File: src/rtl/seq_divider.sv
// seq_divider: multi-cycle restoring divider for the DIV/DIVU datapath.
// One quotient bit is produced per clock by shift-and-subtract on operand
// magnitudes; signs are re-applied when the result is registered.
// Optional build macro: SEQDIV_EARLY_OUT_EN. When it is defined, a division
// whose divisor magnitude exceeds the dividend magnitude skips the iteration
// phase. Results are identical in both builds; only latency differs.
module seq_divider #(
  parameter int WIDTH = 32
) (
  input  logic             clk,
  input  logic             rst_n,
  input  logic             start,
  input  logic             is_signed,
  input  logic [WIDTH-1:0] dividend,
  input  logic [WIDTH-1:0] divisor,
  output logic             busy,
  output logic             done,
  output logic [WIDTH-1:0] quotient,
  output logic [WIDTH-1:0] remainder,
  output logic             div_by_zero
);

  localparam int CW = $clog2(WIDTH + 1);
  localparam logic [CW-1:0] CNT_INIT = CW'(WIDTH);

  localparam logic [1:0] IDLE   = 2'd0;
  localparam logic [1:0] CALC   = 2'd1;
  localparam logic [1:0] FINISH = 2'd2;

  logic [1:0]       state;
  logic [WIDTH-1:0] rem_acc;   // partial remainder
  logic [WIDTH-1:0] quo_acc;   // dividend magnitude shifting out, quotient bits shifting in
  logic [WIDTH-1:0] div_mag;
  logic [CW-1:0]    count;
  logic             neg_q;
  logic             neg_r;
  logic             dz;

  logic             dvd_neg;
  logic             dsr_neg;
  logic [WIDTH-1:0] dvd_mag_in;
  logic [WIDTH-1:0] dsr_mag_in;
  logic signed [WIDTH:0] trial;

  // Two's-complement negation when requested; the most-negative value maps
  // onto itself, which is the correct unsigned magnitude 2^(WIDTH-1).
  function automatic logic [WIDTH-1:0] cond_neg(input logic [WIDTH-1:0] v,
                                               input logic             neg);
    return neg ? (~v + WIDTH'(1)) : v;
  endfunction

  assign dvd_neg    = is_signed & dividend[WIDTH-1];
  assign dsr_neg    = is_signed & divisor[WIDTH-1];
  assign dvd_mag_in = cond_neg(dividend, dvd_neg);
  assign dsr_mag_in = cond_neg(divisor, dsr_neg);

  // Shifted partial remainder minus divisor, one bit wider so the sign of the
  // difference is exact even when the divisor magnitude uses the top bit.
  assign trial = $signed({rem_acc, quo_acc[WIDTH-1]} - {1'b0, div_mag});

  assign busy = (state == CALC) || (state == FINISH);

  // Control FSM, iteration datapath and registered results.
  always_ff @(posedge clk or negedge rst_n) begin
    if (!rst_n) begin
      state       <= IDLE;
      rem_acc     <= '0;
      quo_acc     <= '0;
      div_mag     <= '0;
      count       <= '0;
      neg_q       <= 1'b0;
      neg_r       <= 1'b0;
      dz          <= 1'b0;
      done        <= 1'b0;
      quotient    <= '0;
      remainder   <= '0;
      div_by_zero <= 1'b0;
    end else begin
      done <= 1'b0;
      case (state)
        IDLE: begin
          if (start) begin
            count <= CNT_INIT;
            if (divisor == '0) begin
              // Preload the final values so FINISH needs no special case.
              quo_acc <= '1;
              rem_acc <= dividend;
              div_mag <= '0;
              neg_q   <= 1'b0;
              neg_r   <= 1'b0;
              dz      <= 1'b1;
              state   <= FINISH;
            end
`ifdef SEQDIV_EARLY_OUT_EN
            else if (dsr_mag_in > dvd_mag_in) begin
              quo_acc <= '0;
              rem_acc <= dvd_mag_in;
              div_mag <= dsr_mag_in;
              neg_q   <= dvd_neg ^ dsr_neg;
              neg_r   <= dvd_neg;
              dz      <= 1'b0;
              state   <= FINISH;
            end
`endif
            else begin
              quo_acc <= dvd_mag_in;
              rem_acc <= '0;
              div_mag <= dsr_mag_in;
              neg_q   <= dvd_neg ^ dsr_neg;
              neg_r   <= dvd_neg;
              dz      <= 1'b0;
              state   <= CALC;
            end
          end
        end
        CALC: begin
          if (trial >= 0) begin
            rem_acc <= trial[WIDTH-1:0];
            quo_acc <= {quo_acc[WIDTH-2:0], 1'b1};
          end else begin
            // A failed trial implies the shifted remainder fits in WIDTH bits.
            rem_acc <= {rem_acc[WIDTH-2:0], quo_acc[WIDTH-1]};
            quo_acc <= {quo_acc[WIDTH-2:0], 1'b0};
          end
          count <= count - 1'b1;
          if (count == CW'(1)) begin
            state <= FINISH;
          end
        end
        FINISH: begin
          quotient    <= cond_neg(quo_acc, neg_q);
          remainder   <= cond_neg(rem_acc, neg_r);
          div_by_zero <= dz;
          done        <= 1'b1;
          state       <= IDLE;
        end
        default: state <= IDLE;
      endcase
    end
  end

endmodule

File: config.mk
export PLATFORM = sky130hd
export DESIGN_NAME = seq_divider
export DESIGN_NICKNAME = d
export VERILOG_FILES = /design/src/rtl/seq_divider.sv
export SDC_FILE = /design/constraint.sdc
export NUM_CORES = 1
export LEC_CHECK = 0
export BUFFER_PORTS_ARGS = -buffer_cell sky130_fd_sc_hd__buf_2
export CAP_MARGIN = 20
export CORE_ASPECT_RATIO = 0.7
export CORE_UTILIZATION = 60
export CTS_BUF_LIST = sky130_fd_sc_hd__clkbuf_8
export CTS_CLUSTER_SIZE = 28
export DETAILED_ROUTE_END_ITERATION = 6
export PLACE_DENSITY = 0.82
export SETUP_SLACK_MARGIN = 0.5
export SLEW_MARGIN = 5
export SYNTH_ARGS = -nofsm -noshare
export SYNTH_HDL_FRONTEND = slang
export SYNTH_SLANG_ARGS = --single-unit
File: constraint.sdc
create_clock -name clk -period 6.16 [get_ports clk]
set_clock_uncertainty 0.05 [all_clocks]
set_input_delay 0.924 -clock clk [delete_from_list [all_inputs] [get_ports clk]]
set_output_delay 0.924 -clock clk [all_outputs]
set_load 0.01 [all_outputs]
### Word level (Yosys, flattened, before mapping)

Cells that the tools add are included.

* flip-flop bits (word level): 173
* input port bits: 68
* word-level logic and storage cells: 61
* output and inout bits: 67

* mux-type cells: 23
* equal/unequal tests: 5
* reductions and logical operators: 7
* $lt $le $gt $ge: 1
* add/sub/neg operators: 6
* bitwise logic cells: 7

Operator list (number)
* $mux W32: 10
* $add A32 B1 Y32 const B: 4
* $not A32 Y32: 4
* $pmux W32 S2: 2
* $ge A33 B1 Y1 const B: 1
* $sub A33 B32 Y33: 1
* $logic_not A32 Y1: 1
* $pmux W6 S2: 1
* $eq A6 B1 Y1 const B: 1
* $mux W2: 3
* $mux W6: 1
* $reduce_and A2 Y1: 3
* $sub A6 B1 Y6 const B: 1
* $mux W1: 5
* $pmux W2 S2: 1
* $and A1 B1 Y1: 2
* $eq A2 B1 Y1 const B: 1
* $eq A2 B2 Y1 const B: 1
* $logic_not A2 Y1: 1
* $ne A2 B1 Y1 const B: 1
* $ne A2 B2 Y1 const B: 1
* $reduce_bool A2 Y1: 1
* $logic_or A1 B1 Y1: 1
* $xor A1 B1 Y1: 1

### Longest topological paths before layout

* depth after elaboration: 6
* gate-level depth with buffers: 14
* gate-level depth less buffers: 12

### Least setup slack after synthesis

No wires, ideal clock.

* path kind: input-to-reg
* start: in divisor[15]
* end: reg rem_acc[25]
* library setup time: 0.087 ns
* arrival: 3.566 ns
* buffers on the path: 1
* path slack: 2.458 ns
* stages on the path: 10
* data required time: 6.023 ns
* cells stage by stage: or4_1 > or4_4 > or4_4 > or4_4 > nor3_2 > buf_4 > a21oi_1 > o21ai_0 > a21oi_1 > a211oi_2

* longest elaborated chain between the ends: 4

RTL lines
* from (decl): RTL line 15 `input logic [WIDTH-1:0] divisor,`
* $logic_not A32 Y1: RTL line 84 `if (divisor == '0) begin`
* $mux W32: RTL line 84
* $mux W32: RTL line 82 `if (start) begin`
* $pmux W32 S2: RTL line 80 `case (state)`
* to (signal assigned): RTL line 87 `rem_acc <= dividend;`
* to (signal assigned): RTL line 118 `rem_acc <= trial[WIDTH-1:0];`
* to (signal assigned): RTL line 122 `rem_acc <= {rem_acc[WIDTH-2:0], quo_acc[WIDTH-1]};`
* to (decl): RTL line 31 `logic [WIDTH-1:0] rem_acc;`

No other way between the ends. The select of a mux whose other input is x is not followed.
A chain may end at the register's enable or synchronous reset.

### Final worst setup path

* start: reg quo_acc[31]
* end: reg rem_acc[6]

* longest elaborated chain between the ends: 4

RTL lines
* from (decl): RTL line 32 `logic [WIDTH-1:0] quo_acc;`
* from (signal assigned): RTL line 106 `quo_acc <= dvd_mag_in;`
* from (signal assigned): RTL line 119 `quo_acc <= {quo_acc[WIDTH-2:0], 1'b1};`
* from (signal assigned): RTL line 123 `quo_acc <= {quo_acc[WIDTH-2:0], 1'b0};`
* $sub A33 B32 Y33 *: RTL line 59 `assign trial = $signed({rem_acc, quo_acc[WIDTH-1]} - {1'b0, div_mag});`
* $ge A33 B1 Y1: RTL line 117 `if (trial >= 0) begin`
* $mux W32 *: RTL line 117
* $pmux W32 S2 *: RTL line 80

Mark *: on every way between the ends. The rest lies on a longest branch, timed or not.

==> impl_metrics.tcl <==
set metrics [dict create \
    crit_slowest_cell "xnor2_2" \
    yosys.area.top_type_share_pct 36.63 \
    tns_ps 0 \
    max-vdd-ir-drop_v 0.0006740 \
    end_kind "flop" \
    tightest_slew_ps 1050 \
    synth_nets 1523 \
    synth_cell_types 68 \
    slew_headroom_pct 29.47 \
    root_buffer "clkbuf_8" \
    worst-path-buf-inv 2 \
    path_max_fanout 26 \
    grtUsageMet3_pct 6.846 \
    cp.arrival_ps 4720 \
    die-area_mm2 0.02027 \
    cts.clk_slew.worst_paths_ps 110 \
    ys_seq_area_share_pct 36.63 \
    cp_cell_sequence "inv_1 -> ha_1 -> fa_1 -> nor2b_1 -> o31a_1 -> o21ai_0 -> o21ai_0 -> a31oi_1 -> xnor2_2 -> buf_12 -> mux2_2 -> a221oi_1 -> nor2_1" \
    postCtsHoldBufs 0 \
    antenna_found_initial 0 \
    syn_inst 1413 \
    cts_sinks 173 \
    synth-edff-count 0 \
    cp_common_cell "o21ai_0" \
    fmax_ghz 0.2272 \
    cts_resized 0 \
    grt_use_met2_pct 49.80 \
    critPathLaunchType "flop" \
    crit_family "compound AO/OA/AOI/OAI gates" \
    finish.net_count 1609 \
    synthArstFlopShare_pct 100.0 \
    io_buffers 134 \
    wl_per_cell_um 18.59 \
    ant_nets 0 \
    synth_most_common_cell "dfrtp_1" \
    diodes 0 \
    p_total_uw 8164 \
    ios 135 \
    fill_cells 1590 \
    grt_busiest_layer "met2" \
    ys_seq_elements 173 \
    cts_buffers 17 \
    ys_top_cells_by_count "dfrtp_1 (173), nor2_1 (168), a21oi_1 (163)" \
    overflow 0 \
    dr.pass1.iters 5 \
    grtUsageTotal_pct 33.49 \
    dpl.hpwl_um 24280 \
    drc_errors 0 \
    initial_core_util_pct 61.95 \
    core-area_mm2 0.01908 \
    leakagePower_uw 0.005540 \
    slowest_delay_ps 820 \
    yosys_warnings 0 \
    crit_required_ps 6480 \
    synth_area_mm2 0.01182 \
    drv_cap 0 \
    synth-main-ff-cell "dfrtp_1" \
    viasPerCell 6.240 \
    synth_area_leaders "dfrtp_1 (37%), xor2_1 (7.6%), a21oi_1 (6.9%)" \
    syn2layout_area_growth_pct 10.30 \
    grt_pass1_vias 10243 \
    htree_num_levels 4 \
    min_period_over_period_pct 71.45 \
    die_y_um 119.4 \
    multi_input_area_mm2 0.006998 \
    grt_setup_unrepaired "false" \
    min_period_ps 4401 \
    status "finished, final reports clean" \
    grt_max_degree 102 \
    gr-usage-met1_pct 48.81 \
    totalWireLength_um 33010 \
    clock_latency_ps 490 \
    die_w_um 169.7 \
    hp-class "input pin to asynchronous set/reset pin" \
    drive_gt1_share_pct 14.81 \
    synth_top_area_cell "dfrtp_1" \
    postCtsSetupBuffers 0 \
    maxSlewViolCount 0 \
    grt_pass1_wl_um 53250 \
    worst-setup-path-type "flop to flop" \
    finalWorstSetupSlack_ps 1759 \
    cts_tree "yes" \
    powerDensity_mw_per_mm2 626.3 \
    rows 42 \
    num_vias 11083 \
    place_ws_ps 1873 \
    first_iter_violations 1156 \
    setup_violations 0 \
    fin_util_pct 68.33 \
    avgSynthCellArea_um2 8.363 \
    regArea_mm2 0.004329 \
    hold_viol 0 \
    clockBufferDepth 2 \
    hold_ws_ps 301.1 \
    routabilityCongestion 0.9937 \
]
## area by class of cell
class                           count  share of cell area [%]
Timing Repair Buffer              146                   5.980
Clock buffer                       18                   1.901
Tap cell                          264                   2.534
Clock inverter                     14                   1.104
Inverter                           55                   1.584
Multi-Input combinational cell   1106                   53.69
Sequential cell                   173                   33.21
## cell usage in the layout, fill, tap and decap left out, drive strengths merged, types with 8 or more instances in the layout
cell | Yosys | layout
dfrtp | 173 | 173
nor2 | 168 | 168
a21oi | 163 | 163
buf | 16 | 146
nand2 | 123 | 123
o21ai | 112 | 112
xor2 | 102 | 102
inv | 55 | 63
xnor2 | 47 | 47
ha | 41 | 41
o31ai | 33 | 33
nand3 | 23 | 23
mux2 | 23 | 23
nor3 | 23 | 23
or3 | 23 | 23
o22ai | 19 | 19
clkbuf | 63 | 18
or4 | 18 | 18
mux2i | 16 | 16
a221oi | 15 | 15
a21o | 15 | 15
and3 | 13 | 13
o41ai | 13 | 13
a31oi | 12 | 12
nand2b | 10 | 10
nor4 | 9 | 9
a211oi | 9 | 9
nand4 | 8 | 8
nor2b | 8 | 8
## power by group
part | internal (µW) | total [µW] | leakage [µW] | switching, µW
combinational | 2060 | 4980 | 0.00333 | 2920
sequential | 1680 | 2370 | 0.00202 | 684
clock | 312 | 811 | 0.000190 | 499
## logic make-up (layout without fill, tap and decap cells)
logic type	Yosys count	count (layout)	synth area share (%)
muxes	39	39	3.547
DFF	173	173	36.63
and+or+nand+nor	444	444	17.55
buffers and inverters	134	233	4.584
AOI/OAI and AO/OA	432	432	22.13
adders and majority gates	42	42	4.510
xor gates and xnor gates	149	149	11.04
## flip-flops by register name, indices dropped and copies added (netlist names)
signal / cells
div_mag: 32
quo_acc: 32
quotient: 32
rem_acc: 32
remainder: 32
count: 6
state: 2
div_by_zero: 1
done: 1
dz: 1
neg_q: 1
neg_r: 1
## metal layers
metal	up-vias	part of all wire, %	routed length (µm)
met3	72	10	3339
met1	5270	44	14640
li1	5220	-	-
met5	-	0	0
met2	521	43	14260
met4	0	2.4	779
## worst paths after layout
path / from / slack, ps / endpoint / cells past startpoint
max: quo_acc[31] / 1760 / rem_acc[6] / 13
min: rst_n / 300 / remainder[16] / 1
max reg2reg: quo_acc[31] / 1760 / rem_acc[6] / 13
min reg2reg: div_mag[2] / 440 / div_mag[2] / 2
max in group asynchronous: rst_n / 4380 / done / 2
min in group clk: div_mag[2] / 440 / div_mag[2] / 2
## stage by stage
| stage | cell area [µm²] | instances |
|---|---|---|
| 2_1_floorplan | 11820 | 1413 |
| 4_1_cts | 13040 | 1776 |
| 5_1_grt | 13040 | 1776 |
| 3_5_place_dp | 12640 | 1744 |
| 6_report | 13040 | 1776 |
| 3_3_place_gp | 12640 | 1744 |
Power figures use the tool's default switching activity.
